## src/rtl/oven_key_encoder.sv

```systemverilog
// ---------------------------------------------------------------------------
// oven_key_encoder
//   Front-end input conditioner for the oven controller. Turns the raw
//   active-low KEY0/KEY1 push-buttons and the step-select slide switches into
//   clean one-cycle increment / decrement / confirm commands. Each inc/dec
//   command carries the step value picked by the switches for the current
//   entry mode.
//
//   Ports
//     clk           in   system clock
//     rst           in   synchronous reset, active-high
//     key0          in   increment button, active-low, asynchronous
//     key1          in   decrement button, active-low, asynchronous
//     sw[5:0]       in   step-select switches, asynchronous
//     mode          in   0 = temperature steps, 1 = time steps
//     inc_pulse     out  one-cycle increment command
//     dec_pulse     out  one-cycle decrement command
//     confirm_pulse out  one-cycle confirm (both keys) command
//     step[8:0]     out  step value in the inc/dec pulse cycle, else 0
// ---------------------------------------------------------------------------

// ---------------------------------------------------------------------------
// oven_key_debounce
//   One key lane: 2-flop synchroniser followed by a stable-run debouncer.
//
//   Ports
//     clk        in   system clock
//     rst        in   synchronous reset, active-high
//     i_key_n    in   raw key, active-low, asynchronous
//     o_pressed  out  debounced pressed level (1 = pressed)
// ---------------------------------------------------------------------------
module oven_key_debounce #(
  parameter int STABLE = 4,
  parameter int CNT_W  = 3
) (
  input  logic clk,
  input  logic rst,
  input  logic i_key_n,
  output logic o_pressed
);

  logic             r_s1;
  logic             r_s2;
  logic             r_db;
  logic [CNT_W-1:0] r_cnt;
  logic             w_pressed;

  assign w_pressed = ~r_s2;
  assign o_pressed = r_db;

  // The synchroniser resets to "released" so a key held across reset has to
  // walk through the full stable run again before it registers.
  always_ff @(posedge clk) begin
    if (rst) begin
      r_s1  <= 1'b1;
      r_s2  <= 1'b1;
      r_db  <= 1'b0;
      r_cnt <= '0;
    end else begin
      r_s1 <= i_key_n;
      r_s2 <= r_s1;
      if (w_pressed != r_db) begin
        // r_cnt counts how many consecutive cycles the new level has been
        // seen; the last of STABLE such cycles flips the debounced level.
        if (r_cnt >= CNT_W'(STABLE - 1)) begin
          r_db  <= w_pressed;
          r_cnt <= '0;
        end else if (r_cnt != '1) begin
          r_cnt <= r_cnt + 1'b1;
        end
      end else begin
        // Back to the current level: any glitch restarts the run.
        r_cnt <= '0;
      end
    end
  end

endmodule

module oven_key_encoder #(
  parameter int DEBOUNCE_CYCLES = 500000,
  parameter int CHORD_WINDOW    = 2500000,
  parameter int REPEAT_DELAY    = 25000000,
  parameter int REPEAT_RATE     = 5000000
) (
  input  logic       clk,
  input  logic       rst,
  input  logic       key0,
  input  logic       key1,
  input  logic [5:0] sw,
  input  logic       mode,
  output logic       inc_pulse,
  output logic       dec_pulse,
  output logic       confirm_pulse,
  output logic [8:0] step
);

  localparam int MAX_AB = (DEBOUNCE_CYCLES > CHORD_WINDOW) ? DEBOUNCE_CYCLES : CHORD_WINDOW;
  localparam int MAX_CD = (REPEAT_DELAY > REPEAT_RATE) ? REPEAT_DELAY : REPEAT_RATE;
  localparam int MAX_P  = (MAX_AB > MAX_CD) ? MAX_AB : MAX_CD;
  localparam int CNT_W  = (MAX_P > 1) ? $clog2(MAX_P + 1) : 1;

  typedef enum logic [1:0] {
    IDLE,
    PENDING,
    HOLD,
    WAIT_RELEASE
  } state_t;

  // ---- input conditioning -------------------------------------------------
  logic [1:0] w_keys_n;
  logic [1:0] w_db;
  logic [5:0] r_sw_s1;
  logic [5:0] r_sw_s2;

  assign w_keys_n = {key1, key0};

  for (genvar g = 0; g < 2; g++) begin : g_key
    oven_key_debounce #(
      .STABLE (DEBOUNCE_CYCLES),
      .CNT_W  (CNT_W)
    ) u_db (
      .clk       (clk),
      .rst       (rst),
      .i_key_n   (w_keys_n[g]),
      .o_pressed (w_db[g])
    );
  end

  always_ff @(posedge clk) begin
    if (rst) begin
      r_sw_s1 <= '0;
      r_sw_s2 <= '0;
    end else begin
      r_sw_s1 <= sw;
      r_sw_s2 <= r_sw_s1;
    end
  end

  // ---- step decode ----------------------------------------------------------
  // Full 6-bit match: sw[5] must be low and exactly one of sw[4:0] set,
  // everything else decodes to 0 (which later suppresses the pulse).
  logic [8:0] w_step;

  always_comb begin
    w_step = '0;
    case (r_sw_s2)
      6'b000001: w_step = 9'd5;
      6'b000010: w_step = 9'd10;
      6'b000100: w_step = mode ? 9'd30  : 9'd25;
      6'b001000: w_step = mode ? 9'd60  : 9'd50;
      6'b010000: w_step = mode ? 9'd300 : 9'd100;
      default:   w_step = '0;
    endcase
  end

  // ---- command FSM ----------------------------------------------------------
  state_t           r_state;
  logic             r_latch;        // 0 = key0 (inc), 1 = key1 (dec)
  logic [CNT_W-1:0] r_wcnt;         // cycles spent in PENDING
  logic [CNT_W-1:0] r_rcnt;         // cycles since last pulse in HOLD
  logic             r_rep_started;  // first auto-repeat already issued
  logic             r_inc;
  logic             r_dec;
  logic             r_conf;
  logic [8:0]       r_step;

  logic             w_held;
  logic             w_other;
  logic [CNT_W-1:0] w_rep_lim;

  assign w_held    = r_latch ? w_db[1] : w_db[0];
  assign w_other   = r_latch ? w_db[0] : w_db[1];
  assign w_rep_lim = r_rep_started ? CNT_W'(REPEAT_RATE - 1) : CNT_W'(REPEAT_DELAY - 1);

  // Pulses default low every cycle so each command is exactly one cycle wide.
  // An inc/dec with an invalid step keeps the outputs low but the FSM still
  // moves on exactly as if the pulse had gone out.
  always_ff @(posedge clk) begin
    if (rst) begin
      r_state       <= IDLE;
      r_latch       <= 1'b0;
      r_wcnt        <= '0;
      r_rcnt        <= '0;
      r_rep_started <= 1'b0;
      r_inc         <= 1'b0;
      r_dec         <= 1'b0;
      r_conf        <= 1'b0;
      r_step        <= '0;
    end else begin
      r_inc  <= 1'b0;
      r_dec  <= 1'b0;
      r_conf <= 1'b0;
      r_step <= '0;

      case (r_state)
        IDLE: begin
          if (w_db[0] && w_db[1]) begin
            r_conf  <= 1'b1;
            r_state <= WAIT_RELEASE;
          end else if (w_db[0] || w_db[1]) begin
            r_latch <= w_db[1];
            r_wcnt  <= '0;
            r_state <= PENDING;
          end
        end

        PENDING: begin
          // Chord check comes first so it also wins a tie with the window
          // expiry.
          if (w_other) begin
            r_conf  <= 1'b1;
            r_state <= WAIT_RELEASE;
          end else if (!w_held) begin
            if (w_step != '0) begin
              r_inc  <= ~r_latch;
              r_dec  <= r_latch;
              r_step <= w_step;
            end
            r_state <= IDLE;
          end else if (r_wcnt >= CNT_W'(CHORD_WINDOW - 1)) begin
            if (w_step != '0) begin
              r_inc  <= ~r_latch;
              r_dec  <= r_latch;
              r_step <= w_step;
            end
            r_rcnt        <= '0;
            r_rep_started <= 1'b0;
            r_state       <= HOLD;
          end else if (r_wcnt != '1) begin
            r_wcnt <= r_wcnt + 1'b1;
          end
        end

        HOLD: begin
          if (w_other) begin
            r_state <= WAIT_RELEASE;
          end else if (!w_held) begin
            r_state <= IDLE;
          end else if (r_rcnt >= w_rep_lim) begin
            if (w_step != '0) begin
              r_inc  <= ~r_latch;
              r_dec  <= r_latch;
              r_step <= w_step;
            end
            r_rcnt        <= '0;
            r_rep_started <= 1'b1;
          end else if (r_rcnt != '1) begin
            r_rcnt <= r_rcnt + 1'b1;
          end
        end

        WAIT_RELEASE: begin
          if (!w_db[0] && !w_db[1]) begin
            r_state <= IDLE;
          end
        end

        default: r_state <= IDLE;
      endcase
    end
  end

  assign inc_pulse     = r_inc;
  assign dec_pulse     = r_dec;
  assign confirm_pulse = r_conf;
  assign step          = r_step;

endmodule

```

## config.mk

```make
export PLATFORM = sky130hd
export DESIGN_NAME = oven_key_encoder
export DESIGN_NICKNAME = d
export VERILOG_FILES = /design/src/rtl/oven_key_encoder.sv
export SDC_FILE = /design/constraint.sdc
export NUM_CORES = 1
export LEC_CHECK = 0
export CAP_MARGIN = 5
export CORE_MARGIN = 4
export CORE_UTILIZATION = 25
export CTS_CLUSTER_SIZE = 16
export DETAILED_ROUTE_END_ITERATION = 10
export DONT_BUFFER_PORTS = 1
export PLACE_DENSITY_LB_ADDON = 0.12
export SYNTH_ARGS = -nofsm -noshare
export SYNTH_HDL_FRONTEND = slang
export SYNTH_HIERARCHICAL = 1
export SYNTH_SLANG_ARGS = --single-unit
```

## constraint.sdc

```tcl
create_clock -name clk -period 3.3 [get_ports clk]
set_input_delay 0.825 -clock clk [delete_from_list [all_inputs] [get_ports clk]]
set_output_delay 0.825 -clock clk [all_outputs]
set_load 0.03 [all_outputs]
```

Yosys cells after proc, flatten, opt, wreduce, memory -nomap -nowiden
Cells that the tools add are included.

storage, ports and cells
  word-level logic and storage cells = 145
  input port bits = 11
  output and inout bits = 12
  bits in registers = 134

cells by class
  reduce and logical (&&, ||, !) cells = 18
  $lt $le $gt $ge = 4
  bitwise logic cells = 6
  multiplexer cells = 65
  equality and inequality tests = 29
  $add $sub $neg = 4

operators by type and width
  cell                     number
  $mux W25                 14
  $add A25 B1 Y25 const B  4
  $ne A25 B25 Y1 const B   4
  $pmux W25 S2             2
  $mux W9                  8
  $ge A25 B19 Y1 const B   2
  $pmux W9 S5              1
  $ge A25 B22 Y1 const B   1
  $ge A25 B25 Y1           1
  $mux W1                  24
  $ne A2 B2 Y1 const B     11
  $reduce_and A7 Y1        3
  $pmux W9 S2              1
  $mux W2                  8
  $ne A3 B3 Y1 const B     3
  $reduce_bool A9 Y1       1
  $pmux W1 S2              4
  $pmux W2 S4              1
  $eq A6 B1 Y1 const B     1
  $eq A6 B2 Y1 const B     1
  $eq A6 B3 Y1 const B     1
  $eq A6 B4 Y1 const B     1
  $eq A6 B5 Y1 const B     1
  $not A1 Y1               6
  other kinds (15)         22

Depth between registers and ports, before layout
  depth in word-level cells = 8
  gate-level depth with buffers = 11
  gate-level depth less buffers = 9

By module
Netlist, hierarchy kept.

by module, submodules not included
  module             area an instance (um2)  instances  sequential area each (um2)  cells an instance
  oven_key_encoder   4,217.8                 1          1,541.5                     531
  oven_key_debounce  1,355.0                 2          560.5                       137

Worst setup path before layout
Ideal clock, no wire load.

  path type = register to register
  start = register r_wcnt[11]
  end = register r_rcnt[3]
  clock period less this slack = 2,539 ps
  cell stages (with the launch flop) = 10
  slack = 761 ps
  buffers on the path = 2
  library setup time = 69 ps
  required time = 3,231 ps
  data arrival time = 2,470 ps
  path through = dfxtp_1 > nor4_1 > nand4bb_1 > or4b_4 > buf_6 > a31o_4 > or3_1 > buf_2 > or3_1 > o21ai_1

between the ends
  word-level cells in the longest chain between the ends = 3

RTL lines
  item                                RTL line  source
  start, declared                     160       logic [CNT_W-1:0] r_wcnt;
  start signal, assigned              231       r_wcnt <= r_wcnt + 1'b1;
  $ge A25 B22 Y1                      221       end else if (r_wcnt >= CNT_W'(CHORD_WINDOW - 1)) begin
  $ne A2 B2 Y1 (no source line)       -
  $reduce_and A7 Y1 (no source line)  -
  end signal, assigned                249       r_rcnt <= r_rcnt + 1'b1;
  end, declared                       161       logic [CNT_W-1:0] r_rcnt;

Every way passes these cells.
A chain may end at the register's enable or synchronous reset.

Worst setup path after layout
  start = register r_rep_started
  end = register r_rcnt[18]

between the ends
  word-level cells in the longest chain between the ends = 6
  elaborated cells between the ends (all ways) = 8
  those cells by class = order compare: 1; eq/ne: 1; mux: 5; reduce/logical: 1

RTL lines
  item                    RTL line  source
  start, declared         162       logic r_rep_started;
  start signal, assigned  185       r_rep_started <= 1'b0;
  start signal, assigned  228       r_rep_started <= 1'b0;
  start signal, assigned  247       r_rep_started <= 1'b1;
  $mux W25 (*)            174       assign w_rep_lim = r_rep_started ? CNT_W'(REPEAT_RATE - 1) : CNT_W'(REPEAT_DELAY - 1);
  $ge A25 B25 Y1 (*)      240       end else if (r_rcnt >= w_rep_lim) begin
  $mux W25                240
  $mux W25                238       end else if (!w_held) begin
  $mux W25                236       if (w_other) begin
  $pmux W25 S2            196       case (r_state)

Every way passes the cells marked *; elsewhere a longest branch is shown, timed or not. The select of a mux whose other input is x is not followed.

==> results by group <==
Placement
  • Placer congestion estimate: 0.751
  • Post-DP HPWL: 11700 µm
  • Count of input and output buffers: 0

Cells and area
  • Filler Cells Inserted: 2907
  • Fin nets: 836
  • Area grow syn2layout: 14.8%
  • Layout cell share with drive strength beyond 1: 12.1%
  • Antenna cells: 0
  • Layout Utilization: 29.4%

Worst setup path
  • Req. time, crit path: 3.63 ns
  • Critical setup path kind: reg -> reg
  • Arr. time, crit path: 3.35 ns
  • Setup crit start kind: flip-flop
  • Worst Setup End Kind: flip-flop
  • CP max FO: 19

Logic synthesis
  • Post-Synth XOR/XNOR Area: 6.45%
  • Synth Register Bits: 133
  • Cells after synthesis: 805
  • Adder-cell share of the synthesized area: 3.43%
  • Synth area leaders: dfxtp_1, xnor2_1, nor2_1
  • Post-synthesis simple-gate area fraction: 30.8%
  • Most area-hungry cell type in the Yosys netlist: dfxtp_1
  • Syn avg cell area: 8.61 µm²
  • Synthesized area: 6930 µm²
  • Register area share after synthesis: 38.4%
  • Number of flops mapped to enable cells by yosys: 0
  • Ys async rst share: 0%
  • Compound-Gate Fraction of Synth Area: 15.5%
  • Main combinational cell family by area after synthesis: simple AND/OR/NAND/NOR gates
  • Top_reg_cell synth: dfxtp_1
  • Top cell type's share of synthesized area: 38.4%
  • Cell variety after synth: 74
  • Post-synthesis mux area share: 0.452%
  • Yosys warns: 6

GRT
  • Grt ovf: 0
  • Total track usage: 11.3%
  • First-pass GRT wire length: 28300 µm
  • Vias in the first global route: 5330
  • Largest net degree at the start of global routing: 56
  • Initial antenna violation count: 1

CTS
  • CTS Root Buffer Type: clkbuf_16
  • CTS sink cnt: 133
  • Bufs on Longest Clock Path: 2
  • # Post-CTS Setup Buffers: 0
  • TritonCTS clock tree: done
  • Worst-Skew Late Latency: 0.42 ns
  • CTS Buf Count: 17
  • H-tree levels: 4
  • Hold_buf cts: 0
  • Post-cts gate resize count: 0
  • Clock-pin slew on the worst setup and hold paths: 0.07 ns

Timing
  • Slew HR: 39.8%
  • Final worst-path cycle share: 91.5%
  • Final hold vios: 0
  • # setup viols final: 0
  • Worst Max-Slew Pin Slew: 0.903 ns
  • Tmin final: 3.02 ns
  • Hold slack final: 0.411 ns
  • Fin. max-slew vios: 0
  • Fin Setup TNS: 0 ns
  • RSZ-0062 raised after global routing: false
  • Worst clock skew: 0.0108 ns
  • F_max: 331 MHz

Pwr
  • VDD IR max: 288 µV
  • Power Density: 493 nW/µm²
  • Leakage power total: 2.51 nW

Drt
  • Drt initial violations: 228
  • Vias: 5595
  • Total Wirelength: 17000 µm
  • Avg WL per Cell: 14.2 µm
  • Final ANT Viol Nets: 0
  • Detailed-router iteration count before antenna repair: 4
  • Drt via density: 4.70
  • # DRC: 0

Job
  • Number of max-cap violations: 0

Floorplanning
  • Core ar.: 27100 µm²
  • Die H: 174 µm
  • Full die area: 30400 µm²
  • Starting Density: 25.6%
  • Chip Width: 174 µm
  • Row Count: 60
  • Num ports: 23

Status
  • Status: complete, no violations

Worst hold path
  • Hold Path Class: reg -> reg
[cell usage after synthesis, types with 3 or more instances]
library cell,number
dfxtp_1,133
nor2_1,74
nand2_1,52
nand3_1,45
xnor2_1,45
a21oi_1,42
nor3_1,36
o21ai_0,33
clkbuf_1,29
nand4_1,24
nor2b_1,22
a211oi_1,21
nor2_4,20
ha_1,19
inv_1,19
or3_1,14
and3_1,12
or2_2,11
nor4_1,10
a31oi_1,9
and2_1,7
buf_6,7
nor3b_1,7
o31ai_1,6
xor2_1,6
a21o_1,5
a22oi_1,5
and4_1,5
nor4b_1,5
a2111o_1,4
a2111oi_0,4
nand4b_1,4
o211ai_1,4
and4b_1,3
conb_1,3
nand3b_1,3
o41ai_1,3
[layer usage]
metal	up-vias	GRT usage (%)	share of wire, %
met1	2612	15.7	51
met2	73	17.3	44
met5	-	0	0.077
met4	2	3.07	0.63
met3	7	3.00	3.8
li1	2901	-	-
[final timing paths]
check / end / cells after the start / slack, ns / start
setup / recovery: r_rcnt[18]$_SDFFE_PP0P_ / 9 / 0.28 / r_rep_started$_SDFFE_PP0P_
hold reg to reg: g_key[1].u_db/r_s2$_SDFF_PP1_ / 1 / 0.41 / g_key[1].u_db/r_s1$_SDFF_PP1_
hold / removal: g_key[1].u_db/r_s2$_SDFF_PP1_ / 1 / 0.41 / g_key[1].u_db/r_s1$_SDFF_PP1_
setup reg to reg: r_rcnt[18]$_SDFFE_PP0P_ / 9 / 0.28 / r_rep_started$_SDFFE_PP0P_
[cells by family after synthesis]
logic type,after synthesis
AO/OA/AOI/OAI,161
XOR/XNOR,51
adder cells (fa/ha/maj),19
buffers and inverters,63
flip-flops,133
multiplexers,3
other,3
AND/OR/NAND/NOR,372
[worst max-delay path, cell delays in order, from the launching register on]
cell      delay [ns]
dfxtp_1         0.52
ha_1            0.31
a41o_1          0.24
a221oi_1        0.34
and2_1          0.28
o21ai_1         0.12
buf_4           0.24
nor2_1          0.35
nand2_1         0.23
o31ai_1         0.29
[sequential cells by signal, indices dropped and copies added, names as in the netlist]
signal                flops
confirm_pulse             1
r_rep_started             1
step                      8
dec_pulse                 1
r_sw_s1                   6
inc_pulse                 1
g_key.u_db/r_cnt         50
r_state                   2
r_wcnt                   25
g_key.u_db/r_s1           2
r_rcnt                   25
r_latch                   1
g_key.u_db/o_pressed      2
r_sw_s2                   6
g_key.u_db/r_s2           2
[power breakdown]
part / leakage [nW] / switching [W] / internal (W)
Clock: 0.321 / 0.000770 / 0.00137
Combinational: 1.11 / 0.0000814 / 0.0000559
Sequential: 1.08 / 0.0000206 / 0.00163
[stage by stage]
step / area, µm² / std cells / total power, W / worst slack [ns]
after detailed placement: 7290 / 1159 / 0.00182 / 0.321
after CTS: 7960 / 1191 / 0.00400 / 0.321
final: 7960 / 1191 / 0.00393 / 0.282
after floorplan: 6970 / 815 / 0.00179 / 0.761
after global placement: 7290 / 1159 / 0.00183 / 0.325
after global routing: 7960 / 1191 / 0.00409 / 0.0384
[layout by cell type (no fill, tap or decap), types with 5 or more instances in the layout]
cell type / instances
dfxtp_1: 133
nor2_1: 74
nand2_1: 52
nand3_1: 45
xnor2_1: 45
a21oi_1: 42
nor3_1: 36
o21ai_0: 32
nand4_1: 24
nor2b_1: 22
a211oi_1: 21
nor2_4: 20
inv_1: 19
ha_1: 19
clkbuf_16: 17
buf_4: 16
or3_1: 14
conb_1: 13
and3_1: 12
or2_2: 11
nor4_1: 10
a31oi_1: 9
nor3b_1: 7
and2_1: 7
o31ai_1: 6
xor2_1: 6
a21o_1: 5
and4_1: 5
a22oi_1: 5
nor4b_1: 5
bufinv_16: 5
clkinv_4: 5
[area by class of cell]
class	instances	area, µm²	area share [%]
clock inverter	14	224	2.81
clock buffer	18	439	5.52
sequential	133	2660	33.5
multi-input combinational	619	3970	49.9
tap	372	465	5.85
inverter	19	71.3	0.896
timing repair buffer	16	120	1.51
Power figures use the tool's default switching activity.
